### src/rtl/memory_arbiter_if.sv
// ---------------------------------------------------------------------------
// memory_arbiter_if
// Bundles the three buses around the memory arbiter:
//   icache side : iREN, iaddr  -> arbiter ; iwait, iload -> icache
//   dcache side : dREN, dWEN, daddr, dstore -> arbiter ; dwait, dload -> dcache
//   RAM side    : ramREN, ramWEN, ramaddr, ramstore, ram_err -> RAM/monitor
//                 ramload, ramstate -> arbiter
// Modports:
//   slave  : the arbiter's view
//   master : the view of the caches and RAM surrounding the arbiter
// ---------------------------------------------------------------------------
interface memory_arbiter_if #(
  parameter int WORD_W = 32
);
  logic              iREN;
  logic [WORD_W-1:0] iaddr;
  logic              iwait;
  logic [WORD_W-1:0] iload;

  logic              dREN;
  logic              dWEN;
  logic [WORD_W-1:0] daddr;
  logic [WORD_W-1:0] dstore;
  logic              dwait;
  logic [WORD_W-1:0] dload;

  logic              ramREN;
  logic              ramWEN;
  logic [WORD_W-1:0] ramaddr;
  logic [WORD_W-1:0] ramstore;
  logic [WORD_W-1:0] ramload;
  logic [1:0]        ramstate;
  logic              ram_err;

  modport slave (
    input  iREN, iaddr, dREN, dWEN, daddr, dstore, ramload, ramstate,
    output iwait, iload, dwait, dload, ramREN, ramWEN, ramaddr, ramstore, ram_err
  );

  modport master (
    output iREN, iaddr, dREN, dWEN, daddr, dstore, ramload, ramstate,
    input  iwait, iload, dwait, dload, ramREN, ramWEN, ramaddr, ramstore, ram_err
  );
endinterface

### src/rtl/memory_arbiter.sv
// ---------------------------------------------------------------------------
// memory_arbiter
// Arbitrates icache and dcache memory requests onto one single-ported RAM.
// Data requests win arbitration unless the instruction side has watched
// ISTARVE consecutive data transfers complete while it was waiting, in which
// case the instruction fetch is granted next.
// Ports:
//   CLK   : rising-edge clock
//   nRST  : asynchronous active-low reset
//   bus   : memory_arbiter_if.slave (cache request/response + RAM strobes)
// All RAM strobes and waits are decoded combinationally from the registered
// FSM state, so a wait can fall in the same cycle the RAM reports ACCESS.
// ---------------------------------------------------------------------------
module memory_arbiter #(
  parameter int WORD_W  = 32,
  parameter int ISTARVE = 4
) (
  input  logic            CLK,
  input  logic            nRST,
  memory_arbiter_if.slave bus
);

  localparam int STREAK_W = $clog2(ISTARVE + 1);
  localparam logic [STREAK_W-1:0] STREAK_MAX  = STREAK_W'(ISTARVE);
  localparam logic [STREAK_W-1:0] STREAK_ZERO = {STREAK_W{1'b0}};
  localparam logic [STREAK_W-1:0] STREAK_ONE  = STREAK_W'(1);
  localparam logic [WORD_W-1:0]   WORD_ZERO   = {WORD_W{1'b0}};

  localparam logic [1:0] RAM_ACCESS = 2'd2;
  localparam logic [1:0] RAM_ERROR  = 2'd3;

  typedef enum logic [1:0] {
    IDLE = 2'd0,
    IGNT = 2'd1,
    DGNT = 2'd2
  } state_t;

  state_t              state_q, state_d;
  logic [STREAK_W-1:0] streak_q, streak_d;

  logic              dreq_s;
  logic              iwait_s;
  logic              dwait_s;
  logic              ram_ren_s;
  logic              ram_wen_s;
  logic [WORD_W-1:0] ram_addr_s;
  logic [WORD_W-1:0] ram_store_s;
  logic              ram_err_s;

  assign dreq_s = bus.dREN | bus.dWEN;

  // State and starvation-streak registers; reset abandons any in-flight access.
  always_ff @(posedge CLK or negedge nRST) begin
    if (!nRST) begin
      state_q  <= IDLE;
      streak_q <= STREAK_ZERO;
    end else begin
      state_q  <= state_d;
      streak_q <= streak_d;
    end
  end

  // Arbitration, grant progress, RAM strobe decode and streak update.
  always_comb begin
    state_d     = state_q;
    streak_d    = streak_q;
    iwait_s     = 1'b1;
    dwait_s     = 1'b1;
    ram_ren_s   = 1'b0;
    ram_wen_s   = 1'b0;
    ram_addr_s  = WORD_ZERO;
    ram_store_s = WORD_ZERO;
    ram_err_s   = 1'b0;

    case (state_q)
      IDLE: begin
        // Data wins unless the fetch has already been passed over ISTARVE times.
        if (dreq_s && (!bus.iREN || (streak_q < STREAK_MAX))) begin
          state_d = DGNT;
        end else if (bus.iREN) begin
          state_d = IGNT;
        end else begin
          state_d = IDLE;
        end
      end

      IGNT: begin
        ram_ren_s  = bus.iREN;
        ram_addr_s = bus.iaddr;
        if (!bus.iREN) begin
          // Request withdrawn: nothing completes, go re-arbitrate.
          state_d = IDLE;
        end else if (bus.ramstate == RAM_ACCESS) begin
          iwait_s  = 1'b0;
          streak_d = STREAK_ZERO;
          state_d  = IDLE;
        end else begin
          state_d = IGNT;
        end
        if (bus.ramstate == RAM_ERROR) begin
          ram_err_s = 1'b1;
        end else begin
          ram_err_s = 1'b0;
        end
      end

      DGNT: begin
        // A simultaneous read+write request is carried out as a write.
        ram_wen_s   = bus.dWEN;
        ram_ren_s   = bus.dREN & ~bus.dWEN;
        ram_addr_s  = bus.daddr;
        ram_store_s = bus.dstore;
        if (!dreq_s) begin
          state_d = IDLE;
        end else if (bus.ramstate == RAM_ACCESS) begin
          dwait_s = 1'b0;
          state_d = IDLE;
          if (bus.iREN) begin
            if (streak_q < STREAK_MAX) begin
              streak_d = streak_q + STREAK_ONE;
            end else begin
              streak_d = streak_q;
            end
          end else begin
            streak_d = STREAK_ZERO;
          end
        end else begin
          state_d = DGNT;
        end
        if (bus.ramstate == RAM_ERROR) begin
          ram_err_s = 1'b1;
        end else begin
          ram_err_s = 1'b0;
        end
      end

      default: begin
        state_d  = IDLE;
        streak_d = STREAK_ZERO;
      end
    endcase
  end

  assign bus.iwait    = iwait_s;
  assign bus.dwait    = dwait_s;
  assign bus.iload    = bus.ramload;
  assign bus.dload    = bus.ramload;
  assign bus.ramREN   = ram_ren_s;
  assign bus.ramWEN   = ram_wen_s;
  assign bus.ramaddr  = ram_addr_s;
  assign bus.ramstore = ram_store_s;
  assign bus.ram_err  = ram_err_s;

endmodule

### src/flat_wrapper.sv
// flat-port wrapper written by rule: the top's interface ports become plain ports
module memory_arbiter_flat 
#(
  parameter int WORD_W  = 32,
  parameter int ISTARVE = 4
)
  (CLK, nRST, bus_iREN, bus_iaddr, bus_dREN, bus_dWEN, bus_daddr, bus_dstore, bus_ramload, bus_ramstate, bus_iwait, bus_iload, bus_dwait, bus_dload, bus_ramREN, bus_ramWEN, bus_ramaddr, bus_ramstore, bus_ram_err);
  memory_arbiter_if #(.WORD_W(WORD_W)) bus_i ();
  input  logic CLK;
  input  logic nRST;
  input wire logic [$bits(bus_i.iREN)-1:0] bus_iREN;
  input wire logic [$bits(bus_i.iaddr)-1:0] bus_iaddr;
  input wire logic [$bits(bus_i.dREN)-1:0] bus_dREN;
  input wire logic [$bits(bus_i.dWEN)-1:0] bus_dWEN;
  input wire logic [$bits(bus_i.daddr)-1:0] bus_daddr;
  input wire logic [$bits(bus_i.dstore)-1:0] bus_dstore;
  input wire logic [$bits(bus_i.ramload)-1:0] bus_ramload;
  input wire logic [$bits(bus_i.ramstate)-1:0] bus_ramstate;
  output wire logic [$bits(bus_i.iwait)-1:0] bus_iwait;
  output wire logic [$bits(bus_i.iload)-1:0] bus_iload;
  output wire logic [$bits(bus_i.dwait)-1:0] bus_dwait;
  output wire logic [$bits(bus_i.dload)-1:0] bus_dload;
  output wire logic [$bits(bus_i.ramREN)-1:0] bus_ramREN;
  output wire logic [$bits(bus_i.ramWEN)-1:0] bus_ramWEN;
  output wire logic [$bits(bus_i.ramaddr)-1:0] bus_ramaddr;
  output wire logic [$bits(bus_i.ramstore)-1:0] bus_ramstore;
  output wire logic [$bits(bus_i.ram_err)-1:0] bus_ram_err;
  assign bus_i.iREN = bus_iREN;
  assign bus_i.iaddr = bus_iaddr;
  assign bus_i.dREN = bus_dREN;
  assign bus_i.dWEN = bus_dWEN;
  assign bus_i.daddr = bus_daddr;
  assign bus_i.dstore = bus_dstore;
  assign bus_i.ramload = bus_ramload;
  assign bus_i.ramstate = bus_ramstate;
  assign bus_iwait = bus_i.iwait;
  assign bus_iload = bus_i.iload;
  assign bus_dwait = bus_i.dwait;
  assign bus_dload = bus_i.dload;
  assign bus_ramREN = bus_i.ramREN;
  assign bus_ramWEN = bus_i.ramWEN;
  assign bus_ramaddr = bus_i.ramaddr;
  assign bus_ramstore = bus_i.ramstore;
  assign bus_ram_err = bus_i.ram_err;
  memory_arbiter #(.WORD_W(WORD_W), .ISTARVE(ISTARVE)) u_core (.CLK(CLK), .nRST(nRST), .bus(bus_i));
endmodule
### config.mk
export PLATFORM = sky130hd
export DESIGN_NAME = memory_arbiter_flat
export DESIGN_NICKNAME = d
export VERILOG_FILES = /design/src/rtl/memory_arbiter_if.sv /design/src/rtl/memory_arbiter.sv /design/src/flat_wrapper.sv
export SDC_FILE = /design/constraint.sdc
export NUM_CORES = 1
export LEC_CHECK = 0
export BUFFER_PORTS_ARGS = -buffer_cell sky130_fd_sc_hd__buf_2
export CAP_MARGIN = 20
export CORE_AREA = 2 2 104 106
export CTS_CLUSTER_SIZE = 8
export DETAILED_ROUTE_END_ITERATION = 6
export DIE_AREA = 0 0 106 108
export SKIP_LAST_GASP = 1
export SLEW_MARGIN = 20
export SYNTH_ARGS = -nofsm -noshare
export SYNTH_HDL_FRONTEND = slang
export SYNTH_SLANG_ARGS = --single-unit
### constraint.sdc
create_clock -name CLK -period 2.2 [get_ports CLK]
set_input_delay 0.44 -clock CLK [delete_from_list [all_inputs] [get_ports CLK]]
set_output_delay 0.44 -clock CLK [all_outputs]
set_load 0.02 [all_outputs]
==> results of run 1 <==
-- state kept, by name (all words and copies together), names as in the netlist --
name / flops
u_core.state_q: 2
u_core.streak_q: 3
-- how the worst max path moves through the flow --
stage | startpoint | to | slack (ns)
2_1_floorplan | u_core.state_q[0] | bus_ramaddr[10] | 0.24
3_3_place_gp | u_core.state_q[0] | bus_ramstore[22] | 0.35
3_5_place_dp | u_core.state_q[0] | bus_ramstore[0] | 0.24
4_1_cts | u_core.state_q[0] | bus_ramstore[0] | 0.01
5_1_grt | u_core.state_q[0] | bus_ramaddr[9] | -0.004
6_report | u_core.state_q[0] | bus_ramaddr[30] | 0.12
-- power groups by stage --
| stage | clock (mW) | combinational (mW) | sequential, mW |
|---|---|---|---|
| after floorplan | 0 | 1.33 | 0.135 |
| after global placement | 0 | 1.74 | 0.137 |
| after detailed placement | 0 | 1.77 | 0.141 |
| after CTS | 0.171 | 1.78 | 0.140 |
| after global routing | 0.181 | 1.92 | 0.146 |
| final | 0.168 | 1.77 | 0.141 |
-- cell families (layout without fill, tap and decap cells) --
logic type | count (synthesis) | in the layout
compound gates | 41 | 41
buf+inv | 81 | 184
simple gates | 83 | 83
other cells | 0 | 2
flops | 5 | 5
fa+ha+maj | 6 | 6
mux | 2 | 2
-- synthesized netlist by cell type --
master	number	area share [%]
sky130_fd_sc_hd__nand4b_1	1	0.54
sky130_fd_sc_hd__nand2_2	1	0.39
sky130_fd_sc_hd__nand3b_1	2	0.93
sky130_fd_sc_hd__buf_6	1	0.70
sky130_fd_sc_hd__a21oi_2	1	0.54
sky130_fd_sc_hd__and2_2	2	0.93
sky130_fd_sc_hd__nand2_1	5	1.2
sky130_fd_sc_hd__nand2b_1	1	0.39
sky130_fd_sc_hd__and3_2	1	0.47
sky130_fd_sc_hd__a21oi_1	1	0.31
sky130_fd_sc_hd__buf_1	1	0.23
sky130_fd_sc_hd__ha_1	6	4.7
sky130_fd_sc_hd__nor2b_1	32	12
sky130_fd_sc_hd__o211ai_1	1	0.47
sky130_fd_sc_hd__nor3_1	1	0.31
sky130_fd_sc_hd__a31o_1	1	0.54
sky130_fd_sc_hd__inv_1	2	0.47
sky130_fd_sc_hd__o21ai_0	1	0.31
sky130_fd_sc_hd__and2_1	31	12
sky130_fd_sc_hd__mux2_4	2	1.9
sky130_fd_sc_hd__o21ai_4	1	1.0
sky130_fd_sc_hd__clkbuf_1	6	1.4
sky130_fd_sc_hd__or2b_1	1	0.47
sky130_fd_sc_hd__dfrtp_1	5	7.8
sky130_fd_sc_hd__a22oi_1	33	15
sky130_fd_sc_hd__and3_1	1	0.39
sky130_fd_sc_hd__buf_4	64	30
sky130_fd_sc_hd__o2bb2ai_1	1	0.54
sky130_fd_sc_hd__or2_2	1	0.39
sky130_fd_sc_hd__nor2_1	3	0.70
sky130_fd_sc_hd__a21boi_0	1	0.47
sky130_fd_sc_hd__buf_2	7	2.2
-- repair_timing --
item,4_1_cts,5_1_grt
setup buffers,0,0
setup endpoints to repair,0,29
gates resized for setup,0,3
-- layer usage --
metal  GRT usage [%]  up-vias
met2            20.3      153
met1            12.1      831
met4            5.73        0
li1                -      872
met5               0        -
met3            7.90       21
-- worst max-delay path: cells and delay by family, from the launching register on --
family | cells | cell delay, ns
buffers and inverters | 3 | 0.54
AOI/OAI and AO/OA | 1 | 0.15
adders and majority gates | 1 | 0.20
DFF | 1 | 0.39
and+or+nand+nor | 1 | 0.13
-- through the flow --
| stage | instances | hold WS (ns) | area [sq um] |
|---|---|---|---|
| 2_1_floorplan | 218 | 0.144 | 1610 |
| 3_3_place_gp | 453 | 0.261 | 2140 |
| 3_5_place_dp | 453 | 0.264 | 2140 |
| 4_1_cts | 457 | 0.0303 | 2180 |
| 5_1_grt | 459 | 0.0319 | 2200 |
| 6_report | 459 | 0.0288 | 2200 |
-- final cells by class --
type,instances,area (sq um),share of cell area [%]
timing repair buffer,178,916,41.6
tap,136,170,7.74
sequential,5,125,5.69
clock buffer,4,45.0,2.05
inverter,2,7.51,0.341
antenna,2,5.00,0.228
multi-input combinational,132,931,42.3
==> qor.yml, run 1 <==
final_cell_mix: "sky130_fd_sc_hd__buf_2, sky130_fd_sc_hd__a22oi_1, sky130_fd_sc_hd__nor2b_1, sky130_fd_sc_hd__and2_1"
synthSimpleGateAreaFrac_pct: 31.5
power.leakage_nw: 1.19
finalHoldViolations: 0
setup-violations-final: 0
power.share.clock_pct: 8.0
met1_length_microns: 2650
wire_length_of_the_first_global_routing_pass_microns: 10500
synthesized_area_fraction_occupied_by_ao_oa_aoi_and_oai_cells_pct: 19.5
worst-slew-pin-transition_ns: 0.402
cts_num_sinks: 5
floorplan.core_area_sq_um: 10200
met2WireLength_microns: 3470
wl_met3_microns: 1380
layout.filler_cells: 1177
rr_endpoint: "u_core.streak_q[0]"
wl_per_cell_microns: 17.0
htreeDepth: 1
yosys.area_share.xor_xnor_pct: 0
worst_hold_path_type: "in -> async"
peakVddDrop_v: 0.000259
ctsRootBufferMaster: "sky130_fd_sc_hd__clkbuf_8"
vias_per_cell: 4.09
cts_max_path_buffers: 2
cts_tree: "yes"
port_buffers: 171
most_frequent_standard_cell_in_the_layout_excluding_fill_and_tap_cells: "sky130_fd_sc_hd__buf_2"
r2r.worst_path.cells: 6
post_synth_mux_area_share_pct: 1.86
power.share.sequential_pct: 6.8
switching_share_pct: 54.5
grt.overflow.total: 0
synthesis.area_sq_um: 1610
switchingPower_mw: 1.14
fin_crit_ns: 2.08
worstPathRequired_ns: 1.76
p_per_area_nw_per_um2: 947
crit_path_end_kind: "output port"
detailedRoute.firstIterationViolations: 108
combinationalPowerShare_pct: 85.2
drc: 0
path_cells: "inv_1, ha_1, buf_4, a22oi_1, nor2b_1, buf_2"
timing.max_slew.rel_slack_pct: 73.1
gate_count_of_the_mapped_netlist: 218
place.detailed.hpwl_microns: 6850
global_route.usage.total_pct: 12.3
finalWeightedCongestion: 0.822
adder_cell_share_of_the_synthesized_area_pct: 4.65
fp.dieW_microns: 106
clk_latency_ns: 0.22
p_total_mw: 2.08
timing.reg2reg.setup_slack_ns: 0.62
synth_top_family_by_area: "buffers and inverters"
ant_nets: 0
ys_seq_area_share_pct: 7.75
final_layout_size_suffix_gt1_share_pct: 59.5
final_min_period_over_clock_period_pct: 94.7
core.rowCount: 37
pre_cts_slack_ns: 0.243
first_global_vias: 1901
postSynthRegisterBits: 5
timing.critical_path.slowest_stage_cell: "sky130_fd_sc_hd__dfrtp_1"
drt_wl_total_microns: 7820
setup-tns-final_ns: 0
dieArea_sq_um: 11400
floorplan.initialDensity_pct: 15.8
crit_path_start_kind: "register"
worst_ep_arrival_time_ns: 1.64
rsz0062_at_grt: "true"
timing_max_transition_violations_final: 0
cp_max_fo: 17
route.vias.total: 1877
cts_hold_buffers: 0
top_layer: "met4"
run_status: "finished, final reports clean"
design.portCount: 268
final_net_count: 463
largest_net_degree_at_the_start_of_global_routing: 27
clock_buffer_count_from_cts: 3
yosys_warning_count: 0
fin_ws_ns: 0.116
timing.critical_path.slowest_cell_delay_ns: 0.39
synth_cell_types: 32
dr.pass1.iters: 4
final_core_util_pct: 21.5
syn_to_final_growth_pct: 36.3
die_y_microns: 108
mappedNetlistNets: 359
timing.max_cap.violations: 0
avgSynthCellArea_sq_um: 7.40
fmax_ghz: 0.480
antenna_found_initial: 3
power_report.internal_total_mw: 0.948
clkSlewWorstSetupHoldPaths_ns: 0.04
fin_worst_skew_ns: 0.00471
critical_path_class: "reg -> out"
r2r-start: "u_core.state_q[1]"
Power figures use the tool's default switching activity.
==> run 2: changes to the inputs <==
--- a/config.mk
+++ b/config.mk
@@ -7,7 +7,7 @@
 export LEC_CHECK = 0
 export BUFFER_PORTS_ARGS = -buffer_cell sky130_fd_sc_hd__buf_2
 export CAP_MARGIN = 20
-export CORE_AREA = 2 2 104 106
+export CORE_AREA = 5 5 101 103
 export CTS_CLUSTER_SIZE = 8
 export DETAILED_ROUTE_END_ITERATION = 6
 export DIE_AREA = 0 0 106 108
==> run 2 against run 1 <==
Against the previous run:
- largest power group unchanged
- global-route usage down 2.9 points
- sequential power about the same
- critical path depth unchanged
- worst hold slack better by 0.011 ns
- wire length down 22%
- final cell count down 5.9%
- core utilization up 2.2 points
- first-iteration DRC count down 26%
- register-to-register slack worse by 0.12 ns
- via count down 3.9%
- total power down 3.6%
- clock skew down 0.0041 ns
==> qor.yml, run 2 (synthesized netlist as in run 1, its figures left out) <==
finalWeightedCongestion: 0.830  # was 0.822
crit_path_start_kind: "register"  # unchanged
drt_wl_total_microns: 6100  # was 7820 microns
stdcell_count: 432  # was 459
htreeDepth: 1  # unchanged
postPlaceCellArea_sq_um: 2110  # was 2140 sq um
fin_worst_skew_ns: 0.000584  # was 0.00471 ns
clkSlewWorstSetupHoldPaths_ns: 0.03  # was 0.04 ns
finalHoldViolations: 0  # unchanged
first_global_vias: 1835  # was 1,901
largest_net_degree_at_the_start_of_global_routing: 38  # was 27
worstPathRequired_ns: 1.76  # about the same
place.detailed.hpwl_microns: 5200  # was 6850 microns
ctsRootBufferMaster: "sky130_fd_sc_hd__clkbuf_8"  # unchanged
cts_num_sinks: 5  # unchanged
critical_path_class: "reg -> out"  # unchanged
dr.pass1.iters: 4  # unchanged
timing.reg2reg.setup_slack_ns: 0.50  # was 0.62 ns
worst_ep_arrival_time_ns: 1.57  # was 1.64 ns
crit_path_end_kind: "output port"  # unchanged
route.vias.total: 1804  # was 1,877
timing_max_transition_violations_final: 0  # unchanged
insertedDiodeCount: 0  # was 2
final_net_count: 463  # unchanged
timing.max_slew.rel_slack_pct: 77.9  # was 73.1%
multi_input_gate_area_sq_um: 928  # was 931 sq um
fp.dieW_microns: 106  # unchanged
final_layout_size_suffix_gt1_share_pct: 59.2  # was 59.5%
clock_buffer_count_from_cts: 3  # unchanged
post_cts_resize_count: 0  # unchanged
layout.filler_cells: 1025  # was 1,177
detailedRoute.firstIterationViolations: 80  # was 108
cts_hold_buffers: 0  # unchanged
cts_tree: "yes"  # unchanged
floorplan.core_area_sq_um: 9110  # was 10,200 sq um
setup-violations-final: 0  # unchanged
run_status: "finished, final reports clean"  # unchanged
r2r.worst_path.cells: 7  # was 6
wl_per_cell_microns: 14.1  # was 17.0 microns
clk_latency_ns: 0.21  # was 0.22 ns
largestRegisters: "u_core.streak_q (3), u_core.state_q (2)"  # unchanged
rsz0062_at_grt: "false"  # was true
worst_setup_path_startpoint: "u_core.state_q[0]"  # unchanged
syn_to_final_growth_pct: 33.9  # was 36.3%
grt.overflow.total: 0  # unchanged
final_min_period_over_clock_period_pct: 91.6  # was 94.7%
floorplan.initialDensity_pct: 17.7  # was 15.8%
most_frequent_standard_cell_in_the_layout_excluding_fill_and_tap_cells: "sky130_fd_sc_hd__buf_2"  # unchanged
largest_register_ff_count: 3  # unchanged
registers.top_by_ff_count: "u_core.streak_q"  # unchanged
cts_max_path_buffers: 2  # unchanged
rr_endpoint: "u_core.streak_q[0]"  # unchanged
p_per_area_nw_per_um2: 929  # was 947 nW/um^2
worst_hold_path_type: "in -> async"  # unchanged
ant_nets: 0  # unchanged
regArea_sq_um: 125  # unchanged
p_total_mw: 2.01  # was 2.08 mW
r2r-start: "u_core.state_q[0]"  # was u_core.state_q[1]
power.leakage_nw: 1.19  # about the same
worst-slew-pin-transition_ns: 0.330  # was 0.402 ns
fmax_ghz: 0.496  # was 0.480 GHz
postLayoutCellArea_sq_um: 2160  # was 2200 sq um
antenna_found_initial: 0  # was 3
dp_cells: 428  # was 453
die_y_microns: 108  # unchanged
design.portCount: 268  # unchanged
final_cell_mix: "sky130_fd_sc_hd__buf_2, sky130_fd_sc_hd__a22oi_1, sky130_fd_sc_hd__nor2b_1, sky130_fd_sc_hd__and2_1, sky130_fd_sc_hd__ha_1"  # was sky130_fd_sc_hd__buf_2, sky130_fd_sc_hd__a22oi_1, sky130_fd_sc_hd__nor2b_1, sky130_fd_sc_hd__and2_1
peakVddDrop_v: 0.000247  # was 0.000259 V
cp_max_fo: 21  # was 17
core.rowCount: 35  # was 37
port_buffers: 171  # unchanged
setup-tns-final_ns: 0  # unchanged
fin_crit_ns: 2.01  # was 2.08 ns
cts_post_setup_buffers_inserted: 0  # unchanged
wire_length_of_the_first_global_routing_pass_microns: 8970  # was 10,500 microns
timing.max_cap.violations: 0  # unchanged
dieArea_sq_um: 11400  # unchanged
global_route.usage.total_pct: 9.40  # was 12.3%
vias_per_cell: 4.18  # was 4.09
critical_path.endpoint: "bus_ramaddr[21]"  # was bus_ramaddr[30]
drc: 0  # unchanged
[run 2: changes by cell type in the layout (fill, tap and decap cells not counted), sizes merged]
cell   before  now
diode       2    0
[run 2: layer usage]
| layer | global-route usage (%) | vias up | wire length [microns] |
|---|---|---|---|
| li1 | - | 869 | - |
| met1 | 11.0 | 809 | 2350 |
| met2 | 16.9 | 112 | 3030 |
| met3 | 3.04 | 14 | 604 |
| met4 | 1.94 | 0 | 112 |
| met5 | 0 | - | 0 |
[run 2: final cells by class]
| type | instances | area share [%] |
|---|---|---|
| sequential | 5 | 5.79 |
| inverter | 2 | 0.347 |
| timing repair buffer | 178 | 42.4 |
| multi-input combinational | 132 | 43.0 |
| tap | 111 | 6.43 |
| clock buffer | 4 | 2.08 |
[run 2: critical path, cell delays in order, from the launching register on]
cell                      delay, ns
sky130_fd_sc_hd__dfrtp_1       0.39
sky130_fd_sc_hd__inv_1         0.11
sky130_fd_sc_hd__ha_1          0.17
sky130_fd_sc_hd__buf_4         0.26
sky130_fd_sc_hd__a22oi_1       0.13
sky130_fd_sc_hd__nor2b_1       0.12
sky130_fd_sc_hd__buf_2         0.17
[run 2: through the flow]
stage               hold slack [ns]  worst slack, ns  utilization [%]
floorplan                     0.144            0.242                -
global placement              0.260            0.423             23.1
detailed placement            0.265            0.354             23.1
CTS                          0.0373            0.131             23.6
global route                 0.0481          0.00431             23.7
finish                       0.0397            0.185             23.7
[run 2: worst min path at each step]
| stage | start | end | slack (ns) | depth (start not counted) |
|---|---|---|---|---|
| floorplan | nRST | u_core.state_q[0] | 0.14 | 0 |
| global placement | nRST | u_core.streak_q[1] | 0.26 | 1 |
| detailed placement | nRST | u_core.streak_q[1] | 0.26 | 1 |
| CTS | nRST | u_core.streak_q[1] | 0.04 | 1 |
| global route | nRST | u_core.streak_q[2] | 0.05 | 1 |
| finish | nRST | u_core.streak_q[1] | 0.04 | 1 |
[run 2: power by group]
| group | switching, mW | internal, mW |
|---|---|---|
| Clock | 0.0401 | 0.124 |
| Combinational | 1.01 | 0.697 |
| Sequential | 0.0216 | 0.118 |
| Total | 1.07 | 0.939 |
==> run 3: changes to the inputs <==
--- a/config.mk
+++ b/config.mk
@@ -5,12 +5,13 @@
 export SDC_FILE = /design/constraint.sdc
 export NUM_CORES = 1
 export LEC_CHECK = 0
+export ABC_AREA = 1
 export BUFFER_PORTS_ARGS = -buffer_cell sky130_fd_sc_hd__buf_2
 export CAP_MARGIN = 20
-export CORE_AREA = 5 5 101 103
+export CORE_AREA = 5 5 102 104
 export CTS_CLUSTER_SIZE = 8
 export DETAILED_ROUTE_END_ITERATION = 6
-export DIE_AREA = 0 0 106 108
+export DIE_AREA = 0 0 107 109
 export SKIP_LAST_GASP = 1
 export SLEW_MARGIN = 20
 export SYNTH_ARGS = -nofsm -noshare
==> run 3 against run 2 <==
Against the previous run:
- area after synthesis is 1.9% higher
- sequential power about the same
- synthesized cell count grew 39%
- final cell count grew 21%
- clock power up 7%
- fmax shrank 2.0%
- sequential cell count stayed put
- via count up 17%
- register-to-register slack improved by 0.18 ns
- sequential share of layout area down 0.15 points
- core utilization is 0.28 points lower
- largest power group unchanged
- highest routed layer unchanged
==> qor.yml, run 3 <==
wire_length_of_the_first_global_routing_pass_microns: 10200  # was 8970 microns
yosysTopAreaCellShare_pct: 29.7  # was 29.8%
cts_max_path_buffers: 2  # unchanged
yosys_warning_count: 0  # unchanged
yosys.area_share.xor_xnor_pct: 0.532  # was 0%
critical_path_class: "reg -> out"  # unchanged
ant_nets: 0  # unchanged
rsz0062_at_grt: "false"  # unchanged
cts_tree: "yes"  # unchanged
synth_area_leaders: "sky130_fd_sc_hd__buf_4, sky130_fd_sc_hd__nand2_1, sky130_fd_sc_hd__a21oi_1, sky130_fd_sc_hd__inv_1, sky130_fd_sc_hd__dfrtp_1"  # was sky130_fd_sc_hd__buf_4, sky130_fd_sc_hd__a22oi_1, sky130_fd_sc_hd__nor2b_1, sky130_fd_sc_hd__and2_1, sky130_fd_sc_hd__dfrtp_1
p_per_area_nw_per_um2: 894  # was 929 nW/um^2
post_synth_mux_area_share_pct: 0  # was 1.86%
clock_buffer_count_from_cts: 3  # unchanged
fmax_ghz: 0.486  # was 0.496 GHz
synthesis.area_sq_um: 1650  # was 1610 sq um
wl_per_cell_microns: 13.4  # was 14.1 microns
post-synth-top-count-cell: "sky130_fd_sc_hd__nand2_1"  # was sky130_fd_sc_hd__buf_4
largest_register_ff_count: 3  # unchanged
largest_net_degree_at_the_start_of_global_routing: 37  # was 38
final_cell_mix: "sky130_fd_sc_hd__buf_2, sky130_fd_sc_hd__nand2_1, sky130_fd_sc_hd__inv_1, sky130_fd_sc_hd__a21oi_1, sky130_fd_sc_hd__nor2_1"  # was sky130_fd_sc_hd__buf_2, sky130_fd_sc_hd__a22oi_1, sky130_fd_sc_hd__nor2b_1, sky130_fd_sc_hd__and2_1, sky130_fd_sc_hd__ha_1
mappedNetlistNets: 445  # was 359
ctsRootBufferMaster: "sky130_fd_sc_hd__clkbuf_8"  # unchanged
antenna_found_initial: 1  # was 0
synthesized_area_fraction_occupied_by_ao_oa_aoi_and_oai_cells_pct: 13.0  # was 19.5%
drt_wl_total_microns: 7000  # was 6100 microns
cp_max_fo: 33  # was 21
synth_top_family_by_area: "buffers and inverters"  # unchanged
dr.pass1.iters: 6  # was 4
crit_path_start_kind: "register"  # unchanged
most_frequent_standard_cell_in_the_layout_excluding_fill_and_tap_cells: "sky130_fd_sc_hd__buf_2"  # unchanged
largestRegisters: "u_core.streak_q (3), u_core.state_q (2)"  # unchanged
die_y_microns: 109  # was 108 microns
final_min_period_over_clock_period_pct: 93.5  # was 91.6%
synth.top_cells.by_count: "sky130_fd_sc_hd__nand2_1, sky130_fd_sc_hd__buf_4, sky130_fd_sc_hd__inv_1"  # was sky130_fd_sc_hd__buf_4, sky130_fd_sc_hd__a22oi_1, sky130_fd_sc_hd__nor2b_1
port_buffers: 171  # unchanged
finalWeightedCongestion: 0.814  # was 0.830
place.detailed.hpwl_microns: 6110  # was 5200 microns
grt.overflow.total: 0  # unchanged
synth-edff-count: 0  # unchanged
registers.top_by_ff_count: "u_core.streak_q"  # unchanged
ys_seq_area_share_pct: 7.60  # was 7.75%
worst-slew-pin-transition_ns: 0.312  # was 0.330 ns
first_global_vias: 2117  # was 1,835
syn_to_final_growth_pct: 34.8  # was 33.9%
asyncSetResetFlopFracSynth_pct: 100  # unchanged
postSynthRegisterBits: 5  # unchanged
fin_crit_ns: 2.06  # was 2.01 ns
worst_ep_arrival_time_ns: 1.62  # was 1.57 ns
setup-tns-final_ns: 0  # unchanged
detailedRoute.firstIterationViolations: 148  # was 80
clk_latency_ns: 0.23  # was 0.21 ns
dieArea_sq_um: 11700  # was 11,400 sq um
cts_hold_buffers: 0  # unchanged
crit_path_end_kind: "output port"  # unchanged
finalHoldViolations: 0  # unchanged
floorplan.initialDensity_pct: 17.4  # was 17.7%
clkSlewWorstSetupHoldPaths_ns: 0.04  # was 0.03 ns
cts_num_sinks: 5  # unchanged
design.portCount: 268  # unchanged
worstPathRequired_ns: 1.76  # about the same
fin_worst_skew_ns: 0.00160  # was 0.000584 ns
adder_cell_share_of_the_synthesized_area_pct: 4.56  # was 4.65%
synth_area_leader_cell: "sky130_fd_sc_hd__buf_4"  # unchanged
timing.max_slew.rel_slack_pct: 79.2  # was 77.9%
final_net_count: 548  # was 463
synth_cell_types: 23  # was 32
setup-violations-final: 0  # unchanged
final_core_util_pct: 23.4  # was 23.7%
peakVddDrop_v: 0.000372  # was 0.000247 V
drc: 0  # unchanged
core.rowCount: 36  # was 35
vias_per_cell: 4.06  # was 4.18
fp.dieW_microns: 107  # was 106 microns
avgSynthCellArea_sq_um: 5.41  # was 7.40 sq um
global_route.usage.total_pct: 10.9  # was 9.40%
timing_max_transition_violations_final: 0  # unchanged
run_status: "finished, final reports clean"  # unchanged
floorplan.core_area_sq_um: 9460  # was 9110 sq um
timing.max_cap.violations: 0  # unchanged
synth-main-ff-cell: "sky130_fd_sc_hd__dfrtp_1"  # unchanged
power.leakage_nw: 1.51  # was 1.19 nW
layout.filler_cells: 1124  # was 1,025
final_layout_size_suffix_gt1_share_pct: 46.3  # was 59.2%
synthSimpleGateAreaFrac_pct: 30.0  # was 31.5%
route.vias.total: 2114  # was 1,804
gate_count_of_the_mapped_netlist: 304  # was 218
htreeDepth: 1  # unchanged
worst_hold_path_type: "in -> async"  # unchanged
==> run 3: cell types whose count changed after synthesis, moves of 31 or more <==
cell                      previous run  this run
sky130_fd_sc_hd__nor2b_1            32         0
sky130_fd_sc_hd__and2_1             31         0
sky130_fd_sc_hd__a21oi_1             1        34
sky130_fd_sc_hd__nand2_1             5       111
sky130_fd_sc_hd__inv_1               2        43
sky130_fd_sc_hd__a22oi_1            33         0
==> run 3: critical path, cell delays in order, from the launching register on <==
cell and delay, ns:
sky130_fd_sc_hd__dfrtp_1 0.39, sky130_fd_sc_hd__inv_1 0.11, sky130_fd_sc_hd__ha_1 0.35, sky130_fd_sc_hd__buf_12 0.22
sky130_fd_sc_hd__nand2_1 0.08, sky130_fd_sc_hd__inv_1 0.06, sky130_fd_sc_hd__buf_2 0.16
==> run 3: cell families (layout without fill, tap and decap cells) <==
| kind of cell | count (synthesis) | in the layout |
|---|---|---|
| compound gates | 40 | 40 |
| other cells | 0 | 1 |
| buf+inv | 125 | 227 |
| fa+ha+maj | 6 | 6 |
| flops | 5 | 5 |
| simple gates | 127 | 127 |
| xor+xnor | 1 | 1 |
==> run 3: timing repair <==
item                       CTS  global route
gates resized for setup      0             3
hold endpoints to repair     0             0
setup endpoints to repair    0            19
buffers inserted             0             0
==> run 3: layout make-up <==
type                            count  area (sq um)  share of cell area, %
Multi-Input combinational cell    174           800                   36.1
Inverter                           46           174                   7.84
Timing Repair Buffer              177           928                   41.9
Clock buffer                        4          45.0                   2.03
Sequential cell                     5           125                   5.64
Tap cell                          114           143                   6.43
Antenna cell                        1          2.50                  0.113
==> run 3: worst paths after layout <==
kind,from,end,slack [ns],cells after the start
min in group CLK,u_core.streak_q[0],u_core.streak_q[0],0.59,3
setup reg to reg,u_core.state_q[1],u_core.streak_q[2],0.68,7
setup / recovery,u_core.state_q[0],bus_ramstore[23],0.14,6
hold reg to reg,u_core.streak_q[0],u_core.streak_q[0],0.59,3
hold / removal,nRST,u_core.streak_q[2],0.02,1
max in group asynchronous,nRST,u_core.streak_q[1],2.04,1
==> run 3: layer usage <==
metal | routed length (microns) | up-vias | track usage (%)
li1 | - | 1047 | -
met1 | 2580 | 897 | 12.1
met2 | 3390 | 142 | 18.7
met3 | 809 | 28 | 2.96
met4 | 224 | 0 | 6.12
met5 | 0 | - | 0
==> run 3: where the power goes <==
group | internal [mW] | switching (mW)
registers | 0.118 | 0.0237
logic | 0.557 | 1.11
clock network | 0.125 | 0.0501
total | 0.800 | 1.18
==> run 3: stage by stage <==
step	setup WS, ns	instance area (sq um)	instances	power [mW]	hold WS [ns]
after detailed placement	0.312	2160	516	1.82	0.263
after global placement	0.363	2160	516	1.79	0.262
after CTS	0.0685	2200	520	2.00	0.0264
final	0.144	2220	521	1.98	0.0232
after floorplan	0.362	1650	304	1.37	0.144
after global routing	0.00433	2220	521	2.17	0.0353
